**src/rtl/sparse_pkg.sv**
```systemverilog
// Shared types for the sparse index scanner: FSM state encoding and index-width helper.
package sparse_pkg;

  typedef enum logic [1:0] {
    IDLE  = 2'd0,
    SCAN  = 2'd1,
    FLUSH = 2'd2
  } scan_state_t;

  // Index width for a WIDTH-bit mask; a 1-bit field is kept for degenerate widths.
  function automatic int addr_w(input int width);
    return (width > 1) ? $clog2(width) : 1;
  endfunction

endpackage

```
**src/rtl/sparse_index_scanner_first_one_param.sv**
```systemverilog
// Combinational priority encoder: index and one-hot of the lowest (or highest) set bit.
// Zero latency; no handshake, pure function of seq.
module first_one_param
  import sparse_pkg::*;
#(
  parameter int WIDTH     = 32,
  parameter bit MSB_FIRST = 1'b0,
  localparam int ADDR_W   = addr_w(WIDTH)
) (
  input  logic [WIDTH-1:0]  seq,
  output logic [ADDR_W-1:0] addr,
  output logic              has_ones,
  output logic [WIDTH-1:0]  one_hot
);

  always_comb begin
    addr    = '0;
    one_hot = '0;
    has_ones = |seq;
    // The last match in iteration order wins, so the loop direction picks the priority.
    if (MSB_FIRST) begin
      for (int i = 0; i < WIDTH; i++) begin
        if (seq[i]) begin
          addr    = i[ADDR_W-1:0];
          one_hot = '0;
          one_hot[i] = 1'b1;
        end
      end
    end else begin
      for (int i = WIDTH - 1; i >= 0; i--) begin
        if (seq[i]) begin
          addr    = i[ADDR_W-1:0];
          one_hot = '0;
          one_hot[i] = 1'b1;
        end
      end
    end
  end

endmodule

```
**src/rtl/sparse_index_scanner.sv**
```systemverilog
// Emits the index of every set bit of an accepted mask, one per cycle; first index the cycle after accept.
// Holds out_addr/out_last under out_ready=0; one bubble between masks. SPARSE_SCAN_MSB_FIRST_EN selects highest-first.
module sparse_index_scanner
  import sparse_pkg::*;
#(
  parameter int WIDTH   = 32,
  localparam int ADDR_W = addr_w(WIDTH)
) (
  input  logic              clk,
  input  logic              rst_n,
  input  logic              in_valid,
  output logic              in_ready,
  input  logic [WIDTH-1:0]  in_mask,
  output logic              out_valid,
  input  logic              out_ready,
  output logic [ADDR_W-1:0] out_addr,
  output logic              out_last,
  output logic              done
);

`ifdef SPARSE_SCAN_MSB_FIRST_EN
  localparam bit MSB_FIRST = 1'b1;
`else
  localparam bit MSB_FIRST = 1'b0;
`endif

  scan_state_t       state, state_nxt;
  logic [WIDTH-1:0]  mask_q;
  logic [ADDR_W-1:0] enc_addr;
  logic              enc_has_ones;
  logic [WIDTH-1:0]  enc_one_hot;

  first_one_param #(
    .WIDTH     (WIDTH),
    .MSB_FIRST (MSB_FIRST)
  ) u_enc (
    .seq      (mask_q),
    .addr     (enc_addr),
    .has_ones (enc_has_ones),
    .one_hot  (enc_one_hot)
  );

  always_ff @(posedge clk) begin
    if (!rst_n) begin
      state  <= IDLE;
      mask_q <= '0;
    end else begin
      state <= state_nxt;
      if (state == IDLE && in_valid) begin
        mask_q <= in_mask;
      end else if (out_valid && out_ready) begin
        mask_q <= mask_q & ~enc_one_hot;
      end
    end
  end

  always_comb begin
    state_nxt = state;
    in_ready  = 1'b0;
    out_valid = 1'b0;
    out_addr  = '0;
    out_last  = 1'b0;
    done      = 1'b0;
    case (state)
      IDLE: begin
        in_ready = 1'b1;
        if (in_valid) begin
          state_nxt = (in_mask != '0) ? SCAN : FLUSH;
        end
      end
      SCAN: begin
        out_valid = enc_has_ones;
        out_addr  = enc_addr;
        // Exactly one bit left when the remaining mask equals the selected one-hot.
        out_last  = enc_has_ones && (mask_q == enc_one_hot);
        if (out_ready && out_last) begin
          state_nxt = IDLE;
          done      = rst_n;
        end
      end
      FLUSH: begin
        done      = rst_n;
        state_nxt = IDLE;
      end
      default: state_nxt = IDLE;
    endcase
  end

endmodule

```
**config.mk**
```make
export PLATFORM = sky130hd
export DESIGN_NAME = sparse_index_scanner
export DESIGN_NICKNAME = d
export VERILOG_FILES = /design/src/rtl/sparse_pkg.sv /design/src/rtl/sparse_index_scanner_first_one_param.sv /design/src/rtl/sparse_index_scanner.sv
export SDC_FILE = /design/constraint.sdc
export NUM_CORES = 1
export LEC_CHECK = 0
export ABC_AREA = 1
export ABC_CLOCK_PERIOD_IN_PS = 5200
export CAP_MARGIN = 15
export CORE_MARGIN = 1.5
export CORE_UTILIZATION = 25
export DETAILED_ROUTE_END_ITERATION = 10
export RECOVER_POWER = 25
export SYNTH_ARGS = -nofsm -noshare
export SYNTH_HDL_FRONTEND = slang
export SYNTH_SLANG_ARGS = --single-unit
```
**constraint.sdc**
```tcl
create_clock -name clk -period 5.2 [get_ports clk]
set_clock_uncertainty 0.15 [all_clocks]
set_input_delay 1.04 -clock clk [delete_from_list [all_inputs] [get_ports clk]]
set_output_delay 1.04 -clock clk [all_outputs]
set_load 0.05 [all_outputs]
```
==> metrics.yaml <==
outcome: "finished with violations"
violations: "capacitance limit, slew limit"
yosysTopAreaCellShare_pct: 24.21
synth.ff_latch_count: 34
worst_slew_pin_slew_ns: 1.552
fill_cells: 1175
syn2layout_area_growth_pct: 22.03
multiInputGateArea_mm2: 0.001883
whs_path_depth: 2
cts_buffer_depth: 2
top_layer: "met4"
fin_nets: 525
vias_per_cell: 4.868
seq_area_um2: 680.7
drive_gt1_share_pct: 7.002
cp.required_ns: 4.01
cp_slowest_stage_delay_ns: 0.83
drt_iter0_drc: 111
die-area_mm2: 0.01189
grt_first_pass_wirelength_um: 13710
fin_crit_sh_pct: 92.12
critPathMaxFanout: 5
rsz0062_at_grt: "false"
synth_nets: 487
yosysTopAreaCell: "dfxtp_1"
yosys_warnings: 0
antenna_found_initial: 0
dp_hpwl_um: 6237
maxCapViolCount: 1
clkLatencyLatePin_ns: 0.29
diodes: 0
firstDrtPassIters: 4
drc: 0
maxSlewHeadroom_pct: -3.483
antenna_left: 0
worst-r2r-setup-slack_ns: 1.20
wl_per_cell_um: 13.44
gp_congestion: 0.8935
r2r_cells: 7
wl_met3_um: 421
grt_pass1_vias: 2851
final_cell_mix: "113 x nand2_1, 41 x clkdlybuf4s50_1, 34 x inv_1, 34 x dfxtp_1"
place_inst: 589
hold_viol: 0
cts_setup_buffers: 0
io_pins: 45
cts_root_buffer: "clkbuf_8"
core_mm2: 0.01089
slowest_stage: "clkdlybuf4s50_1"
start_util_pct: 25.82
critPathCaptureType: "primary output"
grtUsageTotal_pct: 14.62
ys_types: 26
worstSetupPathType: "flip-flop to primary output"
hp-start: "state[0]"
die_x_um: 109.0
netlist_area_mm2: 0.002811
finalNonFillerCells: 597
m1WireLength_um: 3862
rows: 38
p_per_area_mw_per_mm2: 258.4
avgSynthCellArea_um2: 6.726
hold_end: "state[0]"
fin_crit_ns: 4.790
reg2reg_to: "mask_q[1]"
critical_path.startpoint: "mask_q[6]"
grt_max_degree: 63
htree_levels: 2
die_h_um: 109.0
worstPathArrival_ns: 3.60
fin_tns_setup_ns: 0
clock_sinks: 34
synth.area.top_cells: "dfxtp_1 24%, nand2_1 15%, ha_1 15%, a31oi_1 7.3%, o21ai_1 5.2%"
grt_overflow: 0
critPathLaunchType: "flip-flop"
crit_chain: "nor2_2 -> inv_1 -> nor4_1 -> inv_1 -> nor2_1 -> nand3_1 -> ha_1 -> nand4_1 -> nor4_1 -> and3_1 -> clkdlybuf4s50_1"
final_common_cell: "nand2_1"
min_path_type: "flip-flop to flip-flop"
num_vias: 2906
cts_buffers: 5
vdd_drop_max_mv: 0.09305
rr_startpoint: "state[0]"
max_freq_mhz: 208.8
wirelength_um: 8021
leakage_uw: 0.001356
wl_met2_um: 3624
clk_pin_slew_worst_paths_ns: 0.07
finalSetupViolations: 0
cts_tree: "built"
yosysSeqAreaShare_pct: 24.21
slew_viol_final: 34
port_buffers: 44
synth_cells: 418
==> stage by stage <==
| stage | worst slack [ns] | hold WS (ns) | power [µW] | instance area (µm²) | utilization [%] |
|---|---|---|---|---|---|
| after floorplan | 0.8106 | 0.3059 | 581.2 | 2811 | - |
| after global placement | 0.4369 | 0.3319 | 681.4 | 3341 | 30.68 |
| after detailed placement | 0.4830 | 0.3383 | 681.5 | 3341 | 30.68 |
| after CTS | 0.1304 | 0.3487 | 897.8 | 3432 | 31.52 |
| after global routing | 0.09306 | 0.4055 | 960.9 | 3431 | 31.51 |
| final | 0.4100 | 0.3466 | 886.4 | 3431 | 31.51 |
==> flip-flops by register name, summed over array words and instances, names as in the netlist <==
register	flops
mask_q	32
state	2
==> Yosys cell counts (all sizes together) <==
library cell,n
nand2,119
inv,38
dfxtp,34
nor2,34
o21ai,34
a31oi,33
ha,33
nand3,22
nand4,18
a21oi,13
nor4,12
clkbuf,9
nor3,9
buf,6
and3,1
clkinv,1
nand3b,1
nor3b,1
==> repair_timing <==
item,CTS,global route
hold buffers,0,0
gates resized for setup,0,1
endpoints found under the setup margin,0,1
==> routing by layer <==
| layer | up-vias | global-route usage, % |
|---|---|---|
| met5 | - | 0 |
| met4 | 0 | 4.417 |
| met3 | 12 | 2.809 |
| met2 | 60 | 23.66 |
| met1 | 1312 | 19.55 |
| li1 | 1522 | - |
==> worst max-delay path by stage <==
stage / endpoint / cells after the start / slack, ns
floorplan: done / 12 / 0.81
global placement: done / 13 / 0.44
detailed placement: done / 13 / 0.48
CTS: done / 13 / 0.13
global route: mask_q[1] / 6 / 0.09
finish: out_last / 11 / 0.41
==> power by group <==
group	internal [µW]	total, µW	switching, µW
Combinational	130	344	214
Sequential	289	332	42.8
Clock	107	211	104
==> cell families (layout without fill, tap and decap cells) <==
logic type	Yosys count	in the layout	share of synthesized area (%)
AO/OA/AOI/OAI	80	80	15.71
AND/OR/NAND/NOR	217	217	36.58
buffers and inverters	54	93	8.811
adder cells (fa/ha/maj)	33	33	14.69
flip-flops	34	34	24.21
==> final cells by class <==
| type | instances | area share [%] |
|---|---|---|
| Clock buffer | 7 | 2.516 |
| Clock inverter | 1 | 0.1459 |
| Inverter | 39 | 4.267 |
| Multi-Input combinational cell | 330 | 54.89 |
| Sequential cell | 34 | 19.84 |
| Tap cell | 140 | 5.106 |
| Timing Repair Buffer | 46 | 13.24 |
==> worst max-delay path: cells and delay by family, from the launching register on <==
family / cells / cell delay, ns
flip-flops: 1 / 0.36
buffers and inverters: 3 / 1.04
AND/OR/NAND/NOR: 7 / 1.62
adder cells (fa/ha/maj): 1 / 0.30
(Power assumes the default switching activity.)
